## src/rtl/mips_pkg.sv

```systemverilog
// Shared MIPS core definitions: fetch FSM states, nop encoding, primary opcodes.
// No logic; pure typedefs, constants and a word-alignment helper.
// Imported by the fetch stage and the control unit.
package mips_pkg;

    typedef enum logic [1:0] {
        IDLE     = 2'd0,
        FETCH    = 2'd1,
        BUFFERED = 2'd2,
        DRAIN    = 2'd3
    } fetch_state_e;

    localparam logic [31:0] NOP_INSTR = 32'h0000_0000;

    localparam logic [5:0] OP_RTYPE = 6'b000000;
    localparam logic [5:0] OP_ADDI  = 6'b001000;
    localparam logic [5:0] OP_LW    = 6'b100011;
    localparam logic [5:0] OP_SW    = 6'b101011;
    localparam logic [5:0] OP_BEQ   = 6'b000100;

    function automatic logic [31:0] align_word(input logic [31:0] addr);
        return addr & ~32'h0000_0003;
    endfunction

endpackage

```

## src/rtl/fetch_skid_buffer.sv

```systemverilog
// One-entry holding register for an instruction word that arrives while decode is stalled.
// Latency: data_o/valid_o update one cycle after load_i.
// Backpressure: none; the owner only loads when the entry is free, clear wins over load.
module fetch_skid_buffer (
    input  logic        clk,
    input  logic        rst_n,
    input  logic        load_i,
    input  logic        clear_i,
    input  logic [31:0] data_i,
    output logic        valid_o,
    output logic [31:0] data_o
);

    logic        valid_q;
    logic [31:0] data_q;

    always_ff @(posedge clk or negedge rst_n) begin
        if (!rst_n) begin
            valid_q <= 1'b0;
            data_q  <= 32'h0;
        end else if (clear_i) begin
            valid_q <= 1'b0;
            data_q  <= 32'h0;
        end else if (load_i) begin
            valid_q <= 1'b1;
            data_q  <= data_i;
        end
    end

    assign valid_o = valid_q;
    assign data_o  = data_q;

endmodule

```

## src/rtl/fetch_stage.sv

```systemverilog
// Instruction fetch FSM plus IF/ID register: req/ack to imem, skid on stall, redirect with squash.
// Latency: ack in cycle N appears in IF/ID at N+1; one instr/cycle with zero-wait memory.
// Backpressure: stall holds IF/ID and PC; a stalled response parks in the skid buffer.
module fetch_stage
    import mips_pkg::*;
#(
    parameter logic [31:0] RESET_PC = 32'h0000_0000
) (
    input  logic        clk,
    input  logic        rst_n,
    output logic        imem_req,
    output logic [31:0] imem_addr,
    input  logic        imem_ack,
    input  logic [31:0] imem_rdata,
    input  logic        stall,
    input  logic        branch_taken,
    input  logic [31:0] branch_target,
    output logic        ifid_valid,
    output logic [31:0] ifid_instr,
    output logic [31:0] ifid_pc4,
    output logic [5:0]  ifid_opcode
);

    fetch_state_e state_q, state_d;
    logic [31:0]  pc_q, pc_d;
    logic [31:0]  drain_addr_q, drain_addr_d;
    logic         ifid_vld_q, ifid_vld_d;
    logic [31:0]  ifid_instr_q, ifid_instr_d;
    logic [31:0]  ifid_pc4_q, ifid_pc4_d;
    logic         skid_load, skid_clear, skid_vld;
    logic [31:0]  skid_dat;
    logic         bubble;
    logic [31:0]  pc_plus4;
    logic [31:0]  target;

    assign pc_plus4 = pc_q + 32'd4;
    assign target   = align_word(branch_target);

    fetch_skid_buffer u_skid (
        .clk     (clk),
        .rst_n   (rst_n),
        .load_i  (skid_load),
        .clear_i (skid_clear),
        .data_i  (imem_rdata),
        .valid_o (skid_vld),
        .data_o  (skid_dat)
    );

    always_comb begin
        state_d      = state_q;
        pc_d         = pc_q;
        drain_addr_d = drain_addr_q;
        ifid_vld_d   = ifid_vld_q;
        ifid_instr_d = ifid_instr_q;
        ifid_pc4_d   = ifid_pc4_q;
        skid_load    = 1'b0;
        skid_clear   = 1'b0;
        bubble       = 1'b0;

        case (state_q)
            IDLE: begin
                state_d = FETCH;
            end
            FETCH: begin
                if (branch_taken) begin
                    pc_d   = target;
                    bubble = 1'b1;
                    // An unacked request must still be completed before the new address goes out.
                    if (!imem_ack) begin
                        drain_addr_d = pc_q;
                        state_d      = DRAIN;
                    end
                end else if (imem_ack && !stall) begin
                    ifid_vld_d   = 1'b1;
                    ifid_instr_d = imem_rdata;
                    ifid_pc4_d   = pc_plus4;
                    pc_d         = pc_plus4;
                end else if (imem_ack) begin
                    skid_load = 1'b1;
                    state_d   = BUFFERED;
                end else if (!stall) begin
                    bubble = 1'b1;
                end
            end
            BUFFERED: begin
                if (branch_taken) begin
                    skid_clear = 1'b1;
                    pc_d       = target;
                    bubble     = 1'b1;
                    state_d    = FETCH;
                end else if (!stall) begin
                    ifid_vld_d   = skid_vld;
                    ifid_instr_d = skid_vld ? skid_dat : NOP_INSTR;
                    ifid_pc4_d   = pc_plus4;
                    pc_d         = pc_plus4;
                    skid_clear   = 1'b1;
                    state_d      = FETCH;
                end
            end
            DRAIN: begin
                bubble = 1'b1;
                if (branch_taken) begin
                    pc_d = target;
                end
                if (imem_ack) begin
                    state_d = FETCH;
                end
            end
            default: begin
                state_d = IDLE;
            end
        endcase

        if (bubble) begin
            ifid_vld_d   = 1'b0;
            ifid_instr_d = NOP_INSTR;
            ifid_pc4_d   = 32'h0;
        end
    end

    always_ff @(posedge clk or negedge rst_n) begin
        if (!rst_n) begin
            state_q      <= IDLE;
            pc_q         <= RESET_PC;
            drain_addr_q <= 32'h0;
            ifid_vld_q   <= 1'b0;
            ifid_instr_q <= NOP_INSTR;
            ifid_pc4_q   <= 32'h0;
        end else begin
            state_q      <= state_d;
            pc_q         <= pc_d;
            drain_addr_q <= drain_addr_d;
            ifid_vld_q   <= ifid_vld_d;
            ifid_instr_q <= ifid_instr_d;
            ifid_pc4_q   <= ifid_pc4_d;
        end
    end

    // Request side depends on registered state only, never on imem_ack.
    assign imem_req    = (state_q == FETCH) || (state_q == DRAIN);
    assign imem_addr   = (state_q == DRAIN) ? drain_addr_q : pc_q;
    assign ifid_valid  = ifid_vld_q;
    assign ifid_instr  = ifid_instr_q;
    assign ifid_pc4    = ifid_pc4_q;
    assign ifid_opcode = ifid_instr_q[31:26];

endmodule

```

## config.mk

```make
export PLATFORM = sky130hd
export DESIGN_NAME = fetch_stage
export DESIGN_NICKNAME = d
export VERILOG_FILES = /design/src/rtl/mips_pkg.sv /design/src/rtl/fetch_skid_buffer.sv /design/src/rtl/fetch_stage.sv
export SDC_FILE = /design/constraint.sdc
export NUM_CORES = 1
export LEC_CHECK = 0
export CAP_MARGIN = 20
export CORE_UTILIZATION = 50
export CTS_BUF_LIST = sky130_fd_sc_hd__clkbuf_8
export DETAILED_ROUTE_END_ITERATION = 7
export PLACE_DENSITY = 0.91
export SYNTH_ARGS = -nofsm -noshare
export SYNTH_HDL_FRONTEND = slang
export SYNTH_SLANG_ARGS = --single-unit
```

## constraint.sdc

```tcl
create_clock -name clk -period 2.3 [get_ports clk]
set_clock_uncertainty 0.2 [all_clocks]
set_input_delay 0.46 -clock clk [delete_from_list [all_inputs] [get_ports clk]]
set_output_delay 0.46 -clock clk [all_outputs]
set_load 0.1 [all_outputs]
```

After elaboration in Yosys (flattened, before gate mapping)
Index checks and enable logic that the tools add are counted.
Word-level totals
  register bits: 164
  bits in latches: 0
  bits in writable memories: 0
  ROM bits: 0
  bits of input ports: 69
  output and inout bits: 104
  word-level logic and storage cells: 83
  memories: 0
Cells by class
  add/subtract/negate cells: 1
  $mul: 0
  divide/modulo/power cells: 0
  magnitude comparators: 0
  eq/ne operators: 14
  shift-type cells: 0
  multiplexer cells: 48
  bitwise logic cells: 1
  reductions and logical operators: 11
Operator list (count)
  32-bit 2-to-1 mux: 17
  32-bit case mux with 2 select lines: 2
  32-bit case mux with 3 select lines: 1
  32-bit by 3-bit adder with 32-bit output (second input constant): 1
  3-bit inequality test (second input constant): 9
  1-bit 2-to-1 mux: 18
  2-bit 2-to-1 mux: 7
  5-bit AND reduction: 2
  2-bit case mux with 4 select lines: 1
  3-bit nonzero test: 2
  2-bit == test (second input constant): 2
  2-bit inequality test (second input constant): 2
  4-bit AND reduction: 1
  1-bit case mux with 3 select lines: 1
  3-bit AND reduction: 1
  2-bit by 1-bit == test with 1-bit output (second input constant): 1
  2-bit logical NOT: 1
  1-bit case mux with 2 select lines: 1
  2-bit nonzero test: 1
  1-bit logical AND: 1
  1-bit logical NOT: 1
  1-bit logical OR: 1
  1-bit NOT: 1

Logic depth before layout (Yosys ltp)
Gate-level depths: netlist (run 1).
  depth in word-level cells: 7
  gate-level depth with buffers: 7
  mapped depth without buffers: 6

By module
From an unflattened synthesis (run 1), not the netlist that was laid out.
Second synthesis, totals
  cells, all modules: 757
  area, all modules: 7901.3 um^2
By module, submodules not included
  fetch_stage: instances 1, cells an instance 650, area each 6537.5 um^2, seq. area each 3153.0 um^2
  fetch_skid_buffer: instances 1, cells an instance 107, area each 1363.8 um^2, seq. area each 825.8 um^2

Worst setup path after synthesis (run 1)
No wires, ideal clock.
  path type: register -> output
  from: register state_q[1]
  to: output port imem_addr[11]
  arrival: 1628 ps
  required time: 1640 ps
  slack: 12 ps
  stages on the path, launching flop included: 5
  path buffers: 2
  path through: dfrtp_1 > clkbuf_1 > nand2_1 > buf_1 > mux2_2
Between the ends
  word-level cells in the longest chain between the ends: 2
Ends and longest elaborated chain
  start, declared: line fetch_stage.sv:24  | fetch_state_e state_q, state_d;
  start signal, assigned: line fetch_stage.sv:130  | state_q <= state_d;
  2-bit == test: line fetch_stage.sv:141  | assign imem_addr = (state_q == DRAIN) ? drain_addr_q : pc_q;
  32-bit 2-to-1 mux: line fetch_stage.sv:141
  end, declared: line fetch_stage.sv:12  | output logic [31:0] imem_addr,
Every way passes these cells.

Final worst setup path (run 1)
  from: register state_q[1]
  to: output port imem_addr[9]
The elaborated chain is that of the path after synthesis.

==> metrics.json, run 1 <==
{
  "power.combinational.fraction": {"value": 0.487},
  "setup-violations-final": {"value": 30},
  "netlist_area": {"value": 7630, "unit": "sq um"},
  "finish.instance_area": {"value": 10700, "unit": "sq um"},
  "setup.worst_path.end": {"value": "imem_addr[9]"},
  "critical_path.endpoint_type": {"value": "output pin"},
  "average_routed_wire_per_standard_cell": {"value": 20.4, "unit": "microns"},
  "avgSynthCellArea": {"value": 10.8, "unit": "sq um"},
  "layout.core_utilization": {"value": 0.727},
  "worstReg2RegStart": {"value": "pc_q[3]"},
  "tritoncts": {"value": "built"},
  "synth-seq-cells": {"value": 159},
  "antenna_found_initial": {"value": 0},
  "viasPerCell": {"value": 6.07},
  "growth_of_design_area_from_synthesis_to_finish": {"value": 39.9, "unit": "%"},
  "power_switching_share": {"value": 0.440},
  "row_count": {"value": 44},
  "vdd.ir_drop.worst": {"value": 0.000896, "unit": "V"},
  "pwr-share-clk": {"value": 0.181},
  "yosysSeqAreaShare": {"value": 0.521},
  "met3_usage": {"value": 0.0719},
  "placedCellCount": {"value": 1056},
  "max_freq": {"value": 412, "unit": "MHz"},
  "synthCells": {"value": 706},
  "timing_hold_violations_final": {"value": 0},
  "global_route.usage.met2": {"value": 0.489},
  "power_density": {"value": 1100, "unit": "nW/um^2"},
  "sequentialPowerShare": {"value": 0.332},
  "cts_made_buffers": {"value": 17},
  "worstSetupStartpointType": {"value": "flop"},
  "yosys_warning_total": {"value": 0},
  "power_switching": {"value": 5.15, "unit": "mW"},
  "crit_arrival": {"value": 1770, "unit": "ps"},
  "placement.cell_area": {"value": 10000, "unit": "sq um"},
  "detailroute.via_count": {"value": 6662},
  "power.leakage": {"value": 4.84, "unit": "nW"},
  "design.portCount": {"value": 173},
  "mostFrequentLayoutCell": {"value": "dfrtp_1"},
  "grt_max_degree": {"value": 52},
  "h-tree-depth": {"value": 4},
  "violations": {"value": "design-rule violations, negative setup slack"},
  "gr-usage-met1": {"value": 0.352},
  "report.power.total": {"value": 11.7, "unit": "mW"},
  "relSlewSlack": {"value": 0.647},
  "timing.rr.end": {"value": "pc_q[20]"},
  "timing.final.max_slew_violations": {"value": 0},
  "timing.critical_path.fanout_max": {"value": 8},
  "cap_viol_max_count": {"value": 0},
  "antennaDiodeCount": {"value": 0},
  "finish.cell_count_without_fillers": {"value": 1097},
  "status": {"value": "finished with violations"},
  "hold_path_class": {"value": "flop to flop"},
  "grt-busiest-layer": {"value": "met2"},
  "finalNetCount": {"value": 970},
  "drcViolationCount": {"value": 14},
  "grt_pass1_wl": {"value": 35600, "unit": "microns"},
  "numClockSinks": {"value": 159},
  "post_synth_main_area_contributors": {"value": "dfrtp_1 52%, mux2_2 8.8%, o21ai_0 5.0%"},
  "synth_top_area_cell": {"value": "dfrtp_1"},
  "design.die.area": {"value": 15800, "unit": "sq um"},
  "vias_in_the_first_global_route": {"value": 6856},
  "grt_overflow": {"value": 0},
  "crit_path_start": {"value": "state_q[1]"},
  "cellInternalPower": {"value": 6.55, "unit": "mW"},
  "layout_setup_ws": {"value": -129, "unit": "ps"},
  "rsz0062_at_grt": {"value": "yes"},
  "die_width": {"value": 126, "unit": "microns"},
  "critical_path_required": {"value": 1640, "unit": "ps"},
  "post_synth_cell_types": {"value": 46},
  "yosys.area.top_type_share": {"value": 0.521},
  "drt_pre_antenna_iters": {"value": 7},
  "period_minus_slack": {"value": 2430, "unit": "ps"},
  "port_buffers": {"value": 168},
  "most_frequent_cells_in_the_layout": {"value": "156 x dfrtp_1, 127 x buf_4, 99 x nand2_1, 77 x o21ai_0, 65 x clkdlybuf4s50_1"},
  "drtIter0Drc": {"value": 640},
  "worst_setup_hold_path_clk_slew": {"value": 80, "unit": "ps"},
  "insertion_delay": {"value": 460, "unit": "ps"},
  "yosys_most_used_dff": {"value": "dfrtp_1"},
  "core_area": {"value": 14700, "unit": "sq um"},
  "timing.final.crit_share": {"value": 1.06},
  "ant_nets": {"value": 0},
  "tns": {"value": -2410, "unit": "ps"},
  "number_of_synthesized_flops_with_an_enable_pin": {"value": 0},
  "clk_path_buf_depth": {"value": 2},
  "gp_routability_congestion": {"value": 0.847},
  "tightest_slew": {"value": 530, "unit": "ps"},
  "chipHeight": {"value": 126, "unit": "microns"},
  "drive_above_1_share": {"value": 0.317},
  "initial_utilization": {"value": 0.519},
  "reg2reg_depth": {"value": 7},
  "dp_hpwl": {"value": 13800, "unit": "microns"},
  "worst-setup-path-type": {"value": "flop to output pin"},
  "grt_util_all_layers": {"value": 0.289},
  "worst-r2r-setup-slack": {"value": 50, "unit": "ps"},
  "async_flop_share": {"value": 1.00},
  "clk_root_buffer_cell": {"value": "clkbuf_8"},
  "wirelength": {"value": 22400, "unit": "microns"}
}
[cell families after synthesis]
group,synth area share
AO/OA/AOI/OAI,0.161
XOR/XNOR,0.0321
multiplexers,0.132
flip-flops,0.521
other,0.000491
buffers and inverters,0.0524
AND/OR/NAND/NOR,0.0998
adder cells (fa/ha/maj),0.00164
[worst max-delay path, cell delays in order, from the launching register on]
cell and delay [ps]:
dfrtp_1 410, nand2_4 130, buf_12 130, buf_16 140
mux2_4 330, buf_12 170
[power by group through the flow]
stage          Sequential [mW]  Clock, mW  Combinational [mW]
2_1_floorplan             4.44          0                3.06
3_3_place_gp              3.82          0                5.30
3_5_place_dp              3.88          0                5.38
4_1_cts                   3.85       2.14                5.65
5_1_grt                   3.95       2.29                5.89
6_report                  3.89       2.12                5.70
[per-stage QoR]
step | worst slack, ps | hold slack, ps
floorplan | 12.1 | -35.6
global placement | -52.0 | 259
detailed placement | -131 | 259
CTS | -153 | 292
global route | -187 | 312
finish | -129 | 287
[layout make-up]
type | instances | area, sq um
clock buffers | 18 | 248
repair buffers | 244 | 2630
multi-input cells | 476 | 3420
clock inverters | 14 | 158
well taps | 184 | 230
flip-flops and latches | 159 | 3980
fillers | 957 | 4020
inverters | 2 | 7.51
[flip-flops by register name (all words and copies together), names as in the netlist]
name and cells:
u_skid.valid_o 1, pc_q 30, drain_addr_q 30, state_q 2
ifid_valid 1, u_skid.data_o 32, ifid_instr 32, ifid_pc4 31
[repair_timing]
| action | in CTS | in global routing |
|---|---|---|
| hold buffers | 1 | 0 |
| resized for setup | 36 | 4 |
| pin swaps | 1 | 4 |
| setup endpoints to repair | 30 | 50 |
| hold endpoints to repair | 47 | 0 |
| gates cloned | 3 | 0 |
| setup buffers | 3 | 4 |
[cell usage after synthesis (2+ instances only)]
cell type	n
a2bb2oi_1	16
a22o_1	34
a22oi_1	5
xnor2_1	8
o21ai_0	77
nand4_1	8
and3_1	6
mux2_2	60
nor2b_1	3
o21a_1	2
dfrtp_1	159
clkbuf_8	7
clkbuf_1	37
and4_1	2
inv_1	2
mux2i_1	33
nor2_1	11
xor2_1	20
nand3_1	16
o22ai_1	17
a21oi_1	29
buf_2	12
buf_1	2
nand2b_1	3
nor4_4	2
nand2_1	100
nor3_1	3
buf_4	12
o21ai_1	3
[metal layers]
metal	routed length, microns	part of all wire	vias to the layer above
li1	-	-	2914
met1	8810	0.39	3280
met2	11000	0.49	395
met3	1850	0.083	73
met4	773	0.034	0
met5	0	0	-
[worst min-delay path by stage]
| stage | to | depth (start not counted) | from |
|---|---|---|---|
| after floorplan | drain_addr_q[10] | 0 | rst_n |
| after global placement | ifid_instr[27] | 1 | rst_n |
| after detailed placement | ifid_instr[30] | 1 | rst_n |
| after CTS | ifid_valid | 2 | ifid_valid |
| after global routing | ifid_instr[12] | 2 | ifid_instr[12] |
| final | ifid_valid | 2 | ifid_valid |
Power figures use the tool's default switching activity.
==> run 2: changes to the inputs <==
Settings changed: CORE_ASPECT_RATIO set to 1.5, CORE_UTILIZATION 50 to 52, PLACE_DENSITY 0.91 to 0.93, SLEW_MARGIN set to 30.
==> metrics.json, run 2 (same netlist as run 1, synthesis figures left out) <==
{
  "antennaDiodeCount": {"value": 0},
  "timing.final.crit_share": {"value": 1.06},
  "numClockSinks": {"value": 159},
  "timing.final.max_slew_violations": {"value": 0},
  "chipHeight": {"value": 150, "unit": "microns"},
  "drt_pre_antenna_iters": {"value": 5},
  "hold_path_class": {"value": "primary input to asynchronous set/reset pin"},
  "critical_path.endpoint_type": {"value": "output pin"},
  "drive_above_1_share": {"value": 0.305},
  "tightest_slew": {"value": 502, "unit": "ps"},
  "setup-violations-final": {"value": 30},
  "period_minus_slack": {"value": 2440, "unit": "ps"},
  "status": {"value": "finished with violations"},
  "worst-r2r-setup-slack": {"value": 80, "unit": "ps"},
  "detailroute.via_count": {"value": 6459},
  "critPathMostFrequentCell": {"value": "buf_12"},
  "clk_root_buffer_cell": {"value": "clkbuf_8"},
  "worst-setup-path-type": {"value": "flop to output pin"},
  "crit_arrival": {"value": 1780, "unit": "ps"},
  "grt_max_degree": {"value": 62},
  "layout_setup_ws": {"value": -136, "unit": "ps"},
  "die_width": {"value": 101, "unit": "microns"},
  "relSlewSlack": {"value": 0.666},
  "mostFrequentLayoutCell": {"value": "dfrtp_1"},
  "grt_util_all_layers": {"value": 0.295},
  "growth_of_design_area_from_synthesis_to_finish": {"value": 36.9, "unit": "%"},
  "most_frequent_cells_in_the_layout": {"value": "158 x dfrtp_1, 120 x buf_4, 99 x nand2_1, 77 x o21ai_0, 65 x clkdlybuf4s50_1"},
  "max_freq": {"value": 410, "unit": "MHz"},
  "grt_pass1_wl": {"value": 34500, "unit": "microns"},
  "dp_hpwl": {"value": 13900, "unit": "microns"},
  "port_buffers": {"value": 168},
  "placement.cell_area": {"value": 9860, "unit": "sq um"},
  "design.portCount": {"value": 173},
  "power_density": {"value": 1090, "unit": "nW/um^2"},
  "vias_in_the_first_global_route": {"value": 6741},
  "initial_utilization": {"value": 0.538},
  "crit_path_top_delay_cell": {"value": "dfrtp_1"},
  "report.power.total": {"value": 11.4, "unit": "mW"},
  "drtIter0Drc": {"value": 326},
  "drcViolationCount": {"value": 0},
  "crit_path_cell_trace": {"value": "nand2_4 -> buf_12 -> buf_16 -> mux2_4 -> buf_12"},
  "finalNetCount": {"value": 956},
  "cap_viol_max_count": {"value": 0},
  "wirelength": {"value": 21200, "unit": "microns"},
  "design.die.area": {"value": 15200, "unit": "sq um"},
  "timing.critical_path.fanout_max": {"value": 8},
  "antenna_found_initial": {"value": 0},
  "cts_made_buffers": {"value": 17},
  "grt_overflow": {"value": 0},
  "critical_path_required": {"value": 1640, "unit": "ps"},
  "clk_path_buf_depth": {"value": 2},
  "finish.instance_area": {"value": 10500, "unit": "sq um"},
  "worst_setup_hold_path_clk_slew": {"value": 90, "unit": "ps"},
  "average_routed_wire_per_standard_cell": {"value": 19.4, "unit": "microns"},
  "worstSetupStartpointType": {"value": "flop"},
  "delay_of_the_slowest_critical_path_stage": {"value": 410, "unit": "ps"},
  "rsz0062_at_grt": {"value": "yes"},
  "timing_hold_violations_final": {"value": 0},
  "row_count": {"value": 53},
  "violations": {"value": "negative setup slack"},
  "h-tree-depth": {"value": 4},
  "power.leakage": {"value": 4.74, "unit": "nW"},
  "vdd.ir_drop.worst": {"value": 0.000956, "unit": "V"},
  "gp_routability_congestion": {"value": 0.858},
  "insertion_delay": {"value": 440, "unit": "ps"},
  "viasPerCell": {"value": 5.92},
  "ant_nets": {"value": 0},
  "tritoncts": {"value": "built"},
  "core_area": {"value": 14200, "unit": "sq um"}
}
[run 2: cell count changes in the layout (fill, tap and decap cells not counted), sizes merged]
cell      change
inv           +3
bufinv        -2
buf          -14
clkinvlp      -3
clkinv        +2
[run 2: final timing paths]
kind / depth (start not counted) / start / to
min: 2 / rst_n / ifid_pc4[13]
max: 5 / state_q[0] / imem_addr[19]
max in group asynchronous: 3 / rst_n / pc_q[31]
max reg2reg: 6 / pc_q[9] / pc_q[23]
min in group clk: 2 / ifid_pc4[26] / ifid_pc4[26]
min reg2reg: 2 / ifid_pc4[26] / ifid_pc4[26]
[run 2: critical path: cells and delay by family, from the launching register on]
kind,cells,cell delay (ps)
and+or+nand+nor,1,140
buffers and inverters,3,450
DFF,1,410
muxes,1,330
[run 2: power by group]
group          leakage [nW]  switching [mW]  total, mW  internal, mW
clock                 0.178            1.10       1.90         0.793
sequential             2.00           0.482       3.88          3.40
combinational          2.56            3.51       5.62          2.10
[run 2: stage by stage]
step,setup TNS (ps),hold slack (ps),util,std cells,worst slack (ps)
2_1_floorplan,0,-35.6,-,707,12.1
3_3_place_gp,-6640,64.5,0.695,1053,-108
3_5_place_dp,-11910,65.6,0.695,1053,-187
4_1_cts,-3520,160,0.739,1093,-132
5_1_grt,-3250,165,0.736,1091,-164
6_report,-2400,176,0.736,1091,-136
[run 2: layout make-up]
cell class | instances | area (sq um)
clock buffers | 18 | 248
clock inverters | 14 | 106
fillers | 912 | 3740
inverters | 2 | 7.51
multi-input cells | 476 | 3430
flip-flops and latches | 159 | 3980
well taps | 192 | 240
repair buffers | 230 | 2440
[run 2: per-layer routing]
layer,vias to the layer above,share of wire,global-route usage
met2,318,0.52,0.511
met3,67,0.058,0.0492
met5,-,0,0
li1,2869,-,-
met4,0,0.043,0.154
met1,3205,0.38,0.350
[run 2: timing repair]
action,in CTS,in global routing
buffers inserted,4,0
endpoints found under the hold margin,159,0
setup endpoints to repair,30,44
hold buffers,1,0
pin swaps,1,0
cloned,3,0
gates resized for setup,36,3
